==> src/rtl/array_select_pkg.sv <==
// rtl/array_select_pkg.sv - shared types and constants for the array select sequencer
//
// Purpose: state encoding and command mode constants used by the sequencer
//          and its bench.
// Contents:
//   state_t      IDLE / GAP / DWELL
//   MODE_DIRECT  single cell select
//   MODE_SCAN    raster from the commanded cell to the last cell
package array_select_pkg;

  typedef enum logic [1:0] {
    IDLE  = 2'd0,
    GAP   = 2'd1,
    DWELL = 2'd2
  } state_t;

  localparam logic MODE_DIRECT = 1'b0;
  localparam logic MODE_SCAN   = 1'b1;

endpackage

==> src/rtl/onehot_decoder.sv <==
// rtl/onehot_decoder.sv - combinational binary to one-hot decode
//
// Purpose: out = 1 << in.
// Ports:
//   in   IN_BITS       binary index
//   out  2**IN_BITS    one-hot result
module onehot_decoder #(
  parameter int IN_BITS = 4
) (
  input  logic [IN_BITS-1:0]    in,
  output logic [2**IN_BITS-1:0] out
);

  always_comb begin
    out     = '0;
    out[in] = 1'b1;
  end

endmodule

==> src/rtl/array_select_sequencer.sv <==
// rtl/array_select_sequencer.sv - registered row/column select generator with gap, dwell and raster scan
//
// Purpose: accepts a target cell on a valid/ready port and drives registered
//          one-hot row/column selects with a break-before-make gap and a
//          dwell time; scan mode rasters (column fastest) to the last cell.
// Ports:
//   clk, reset                 clock, asynchronous active-high reset
//   cmd_valid / cmd_ready      command handshake
//   cmd_mode, cmd_row, cmd_col mode (0 direct, 1 scan) and start cell
//   abort                      synchronous cancel, highest priority
//   row_sel, col_sel           registered one-hot selects
//   busy                       high whenever not in IDLE
//   done                       one-cycle pulse on normal completion
module array_select_sequencer #(
  parameter int ROW_BITS     = 4,
  parameter int COL_BITS     = 4,
  parameter int GAP_CYCLES   = 1,
  parameter int DWELL_CYCLES = 4
) (
  input  logic                     clk,
  input  logic                     reset,
  input  logic                     cmd_valid,
  output logic                     cmd_ready,
  input  logic                     cmd_mode,
  input  logic [ROW_BITS-1:0]      cmd_row,
  input  logic [COL_BITS-1:0]      cmd_col,
  input  logic                     abort,
  output logic [2**ROW_BITS-1:0]   row_sel,
  output logic [2**COL_BITS-1:0]   col_sel,
  output logic                     busy,
  output logic                     done
);
  import array_select_pkg::*;

  localparam int MAX_CYCLES = (GAP_CYCLES > DWELL_CYCLES) ? GAP_CYCLES : DWELL_CYCLES;
  localparam int CNT_W      = $clog2(MAX_CYCLES + 1);
  localparam logic [CNT_W-1:0] GAP_LOAD   = CNT_W'((GAP_CYCLES > 0) ? GAP_CYCLES - 1 : 0);
  localparam logic [CNT_W-1:0] DWELL_LOAD = CNT_W'(DWELL_CYCLES - 1);
  localparam bit NO_GAP = (GAP_CYCLES == 0);

  state_t              state;
  logic [CNT_W-1:0]    cnt;
  logic [ROW_BITS-1:0] row;
  logic [COL_BITS-1:0] col;
  logic                mode;
  // The accepting edge only latches the command; the sequence starts on the
  // following edge, so this flag holds off a second acceptance meanwhile.
  logic                start_pending;

  logic                  last_cell;
  logic [ROW_BITS-1:0]   adv_row, dec_row_addr;
  logic [COL_BITS-1:0]   adv_col, dec_col_addr;
  logic [2**ROW_BITS-1:0] row_dec;
  logic [2**COL_BITS-1:0] col_dec;

  always_comb begin
    last_cell = (&row) && (&col);
    adv_col   = col + 1'b1;
    adv_row   = (&col) ? row + 1'b1 : row;
    // Selects are loaded on the edge that enters DWELL. Leaving DWELL straight
    // into DWELL (no gap, scan) must decode the advanced address.
    dec_row_addr = (state == DWELL) ? adv_row : row;
    dec_col_addr = (state == DWELL) ? adv_col : col;
  end

  onehot_decoder #(.IN_BITS(ROW_BITS)) u_row_dec (.in(dec_row_addr), .out(row_dec));
  onehot_decoder #(.IN_BITS(COL_BITS)) u_col_dec (.in(dec_col_addr), .out(col_dec));

  assign cmd_ready = (state == IDLE) && !start_pending && !abort;
  assign busy      = (state != IDLE);

  always_ff @(posedge clk or posedge reset) begin
    if (reset) begin
      state         <= IDLE;
      cnt           <= '0;
      row           <= '0;
      col           <= '0;
      mode          <= MODE_DIRECT;
      start_pending <= 1'b0;
      row_sel       <= '0;
      col_sel       <= '0;
      done          <= 1'b0;
    end else begin
      done <= 1'b0;
      if (abort) begin
        state         <= IDLE;
        cnt           <= '0;
        start_pending <= 1'b0;
        row_sel       <= '0;
        col_sel       <= '0;
      end else begin
        case (state)
          IDLE: begin
            if (start_pending) begin
              start_pending <= 1'b0;
              if (NO_GAP) begin
                state   <= DWELL;
                cnt     <= DWELL_LOAD;
                row_sel <= row_dec;
                col_sel <= col_dec;
              end else begin
                state <= GAP;
                cnt   <= GAP_LOAD;
              end
            end else if (cmd_valid) begin
              row           <= cmd_row;
              col           <= cmd_col;
              mode          <= cmd_mode;
              start_pending <= 1'b1;
            end
          end
          GAP: begin
            if (cnt == '0) begin
              state   <= DWELL;
              cnt     <= DWELL_LOAD;
              row_sel <= row_dec;
              col_sel <= col_dec;
            end else begin
              cnt <= cnt - 1'b1;
            end
          end
          DWELL: begin
            if (cnt != '0) begin
              cnt <= cnt - 1'b1;
            end else if (mode == MODE_SCAN && !last_cell) begin
              row <= adv_row;
              col <= adv_col;
              if (NO_GAP) begin
                cnt     <= DWELL_LOAD;
                row_sel <= row_dec;
                col_sel <= col_dec;
              end else begin
                state   <= GAP;
                cnt     <= GAP_LOAD;
                row_sel <= '0;
                col_sel <= '0;
              end
            end else begin
              state   <= IDLE;
              row_sel <= '0;
              col_sel <= '0;
              done    <= 1'b1;
            end
          end
          default: state <= IDLE;
        endcase
      end
    end
  end

endmodule

==> config.mk <==
export PLATFORM = sky130hd
export DESIGN_NAME = array_select_sequencer
export DESIGN_NICKNAME = d
export VERILOG_FILES = /design/src/rtl/array_select_pkg.sv /design/src/rtl/onehot_decoder.sv /design/src/rtl/array_select_sequencer.sv
export SDC_FILE = /design/constraint.sdc
export NUM_CORES = 1
export LEC_CHECK = 0
export CAP_MARGIN = 20
export CORE_MARGIN = 3
export CORE_UTILIZATION = 57
export CTS_BUF_LIST = sky130_fd_sc_hd__clkbuf_16
export DETAILED_ROUTE_END_ITERATION = 7
export DONT_BUFFER_PORTS = 1
export HOLD_SLACK_MARGIN = 0.12
export PLACE_DENSITY = 0.75
export SKIP_CTS_REPAIR_TIMING = 1
export SLEW_MARGIN = 20
export SYNTH_ARGS = -nofsm -noshare
export SYNTH_HDL_FRONTEND = slang
export SYNTH_SLANG_ARGS = --single-unit
==> constraint.sdc <==
create_clock -name clk -period 1.85 [get_ports clk]
set_input_delay 0.185 -clock clk [delete_from_list [all_inputs] [get_ports clk]]
set_output_delay 0.185 -clock clk [all_outputs]
set_load 0.02 [all_outputs]
==> metrics, run 1 <==
fin area=3100 um^2; Crit Path Class=reg -> reg; die area=5260 um^2; Place WS=-0.0546 ns; simple-gate share of the synthesized area=17.5%; initial antenna violation count=0; sw power=1.96 mW; synthesized-area fraction occupied by xor and xnor cells=0.347%; Slew @ Worst Pin=0.584 ns; PD cells=1510 nW/um^2; n_diodes=0; Syn Area/Cell=9.81 um^2; Die Ht=72.5 um; Crit path arrival time=2.12 ns; Worst Skew=0.00416 ns; Worst-Skew Late Latency=0.29 ns; Crit. End Element=register; clock sinks=48; DRC=0; via/cell ratio=6.28; fmax=513 MHz; Compound-Gate Fraction of Synth Area=24.0%; Nets=312; synthesized cell area=2520 um^2; total CTS buffers=5; clk root buf=clkbuf_16; starting density of the core=60.9%; Combinational Power Share=48.4%; Core Area=4140 um^2; half-perimeter wire length after placement=4.29 mm; clock share of power=18.9%; final hold vios=0; gpl congestion=0.823; max-cap viol count=0; multiplexer share of the synthesized area=2.53%; Internal Pwr Total=2.71 mW; outcome=finished, violations left; number of cells in the finished layout apart from fillers=343; hold slack=0.119 ns; IO Count=48; Slew Limit Fails=0; Top FF cell, synth=dfrtp_1; crit path time final=1.95 ns; DP Area=2780 um^2; Max rail drop VDD=0.907 mV; Seq cells post-synth=48; Final Setup Violations=4; Synth warnings=0; Max clock buf depth=2; final setup margin=-0.0990 ns; Antenna Nets Post-Route=0; Post-Route Setup TNS=-0.236 ns; Worst Path Max Fanout=8; CTS tree=built; depth of the CTS H-tree=2; average wire per standard cell=18.0 um; post-synthesis cell type count=53; 1st-pass router iterations=4; RSZ-0062 raised after global routing=yes; Final period util=105%; Reg power frac=32.7%; largest net degree at the start of global routing=49; adder-cell share of the synthesized area=3.47%; fraction of layout cells with a size suffix above 1=24.9%; static leakage=1.38 nW; Sw Share=42.0%; site row count=23; Mapped Nets=277; GRT Overall Usage=23.5%; IO Port Bufs=0; Fillers=304; routed vias=2,153; clock slew seen by the registers of the worst setup and hold paths=0.06 ns; first-pass GRT wire length=9.63 mm; Total Power=4.68 mW; Hold WC Path Type=in -> reg; Gate Count Post-Synth=257; Cells after DPL=325; Die X=72.5 um; WP data required=2.02 ns; crit path launch type=register; ys async rst share=100%; Post-synth EDFFs=0; largest family of logic cells by synthesized area=compound AO/OA/AOI/OAI gates; fin util=74.8%; sequential area share after synthesis=47.6%; Slew HR=61.1%; WL final=6.18 mm; area delta synth->final=22.9%; failing checks=negative setup slack; number of global-route vias before repair=1,981; initial drt markers=116; Remaining Overflow, GRT=0
## flip-flops by register name, indices dropped and copies added (netlist names)
signal         cells
row                4
start_pending      1
col                4
state              2
done               1
row_sel           16
cnt                3
mode               1
col_sel           16
## worst max-delay path, stage by stage, from the launching register on
cell      delay [ns]
dfrtp_1         0.43
inv_2           0.11
ha_4            0.19
nor4b_4         0.31
o211ai_4        0.19
a221o_1         0.33
a221o_1         0.29
## kinds of logic after synthesis
| kind of cell | after synthesis |
|---|---|
| AO/OA/AOI/OAI | 83 |
| XOR/XNOR | 1 |
| adder cells (fa/ha/maj) | 7 |
| buffers and inverters | 29 |
| flip-flops | 48 |
| multiplexers | 6 |
| AND/OR/NAND/NOR | 83 |
## routing by layer
metal,track usage [%],vias up,wire length (um)
met5,0,-,0
li1,-,1021,-
met3,7.62,20,386
met2,34.9,79,2930
met1,32.1,1033,2700
met4,9.22,0,154
## synthesized netlist by cell type, drive strengths merged (2+ instances only)
| cell | number | share of area [%] |
|---|---|---|
| dfrtp | 48 | 48 |
| nand2 | 30 | 4.5 |
| o21ai | 29 | 5.8 |
| inv | 15 | 2.2 |
| nand3 | 11 | 2.2 |
| a22o | 10 | 3.5 |
| clkbuf | 9 | 1.3 |
| nor2 | 9 | 1.3 |
| a21oi | 8 | 2.0 |
| ha | 7 | 3.5 |
| nor3 | 6 | 1.4 |
| a221o | 5 | 2.0 |
| and3 | 5 | 1.2 |
| buf | 5 | 0.99 |
| a211oi | 4 | 1.2 |
| or3 | 4 | 0.99 |
| a22oi | 3 | 0.89 |
| mux2 | 3 | 1.3 |
| mux2i | 3 | 1.2 |
| nor2b | 3 | 0.74 |
| nor4 | 3 | 0.74 |
| o211ai | 3 | 1.4 |
| o2bb2ai | 3 | 1.0 |
| nand2b | 2 | 0.50 |
| nand4 | 2 | 0.74 |
| o21a | 2 | 0.60 |
| o31ai | 2 | 0.60 |
| o32ai | 2 | 0.69 |
## final timing paths
kind,slack [ns],to,from,cells after the start
min,0.12,col[0],cmd_col[0],2
min reg2reg,0.61,row_sel[5],row_sel[5],2
max,-0.1,col[2],state[0],6
min in group asynchronous,0.50,col_sel[13],reset,3
max reg2reg,-0.1,col[2],state[0],6
max in group asynchronous,0.95,col[2],reset,3
## power groups by stage
stage | registers [mW] | logic (mW) | clock network [mW]
2_1_floorplan | 1.48 | 1.35 | 0
3_3_place_gp | 1.51 | 1.97 | 0
3_5_place_dp | 1.53 | 2.01 | 0
4_1_cts | 1.51 | 2.03 | 0.894
5_1_grt | 1.55 | 2.47 | 0.937
6_report | 1.53 | 2.26 | 0.884
## layout make-up
type / count / area, um^2 / share of cell area, %
Multi-Input combinational cell: 180 / 1300 / 41.8
Sequential cell: 48 / 1200 / 38.7
Timing Repair Buffer: 42 / 339 / 10.9
Clock buffer: 5 / 125 / 4.04
Tap cell: 50 / 62.6 / 2.02
Inverter: 15 / 56.3 / 1.82
Clock inverter: 3 / 18.8 / 0.605
## layout by cell type (no fill, tap or decap), drive strengths merged, types with 3 or more instances in the layout
cell type	n
a211oi	4
a21oi	8
a221o	5
a22o	10
a22oi	3
and3	5
buf	37
clkbuf	5
dfrtp	48
dlygate4sd3	5
ha	7
inv	15
mux2	3
mux2i	3
nand2	30
nand3	11
nor2	9
nor2b	3
nor3	6
nor4	3
o211ai	3
o21ai	29
o2bb2ai	3
or3	4
Note: power is estimated with default switching activity, not from simulation.
==> run 2, diff against run 1 <==
--- a/config.mk
+++ b/config.mk
@@ -5,12 +5,14 @@
 export SDC_FILE = /design/constraint.sdc
 export NUM_CORES = 1
 export LEC_CHECK = 0
+export ABC_CLOCK_PERIOD_IN_PS = 1850
 export CAP_MARGIN = 20
 export CORE_MARGIN = 3
 export CORE_UTILIZATION = 57
 export CTS_BUF_LIST = sky130_fd_sc_hd__clkbuf_16
 export DETAILED_ROUTE_END_ITERATION = 7
 export DONT_BUFFER_PORTS = 1
+export GPL_TIMING_DRIVEN = 1
 export HOLD_SLACK_MARGIN = 0.12
 export PLACE_DENSITY = 0.75
 export SKIP_CTS_REPAIR_TIMING = 1
==> results of run 2 <==
Final layout, timing and power as in run 1 (identical DEF).
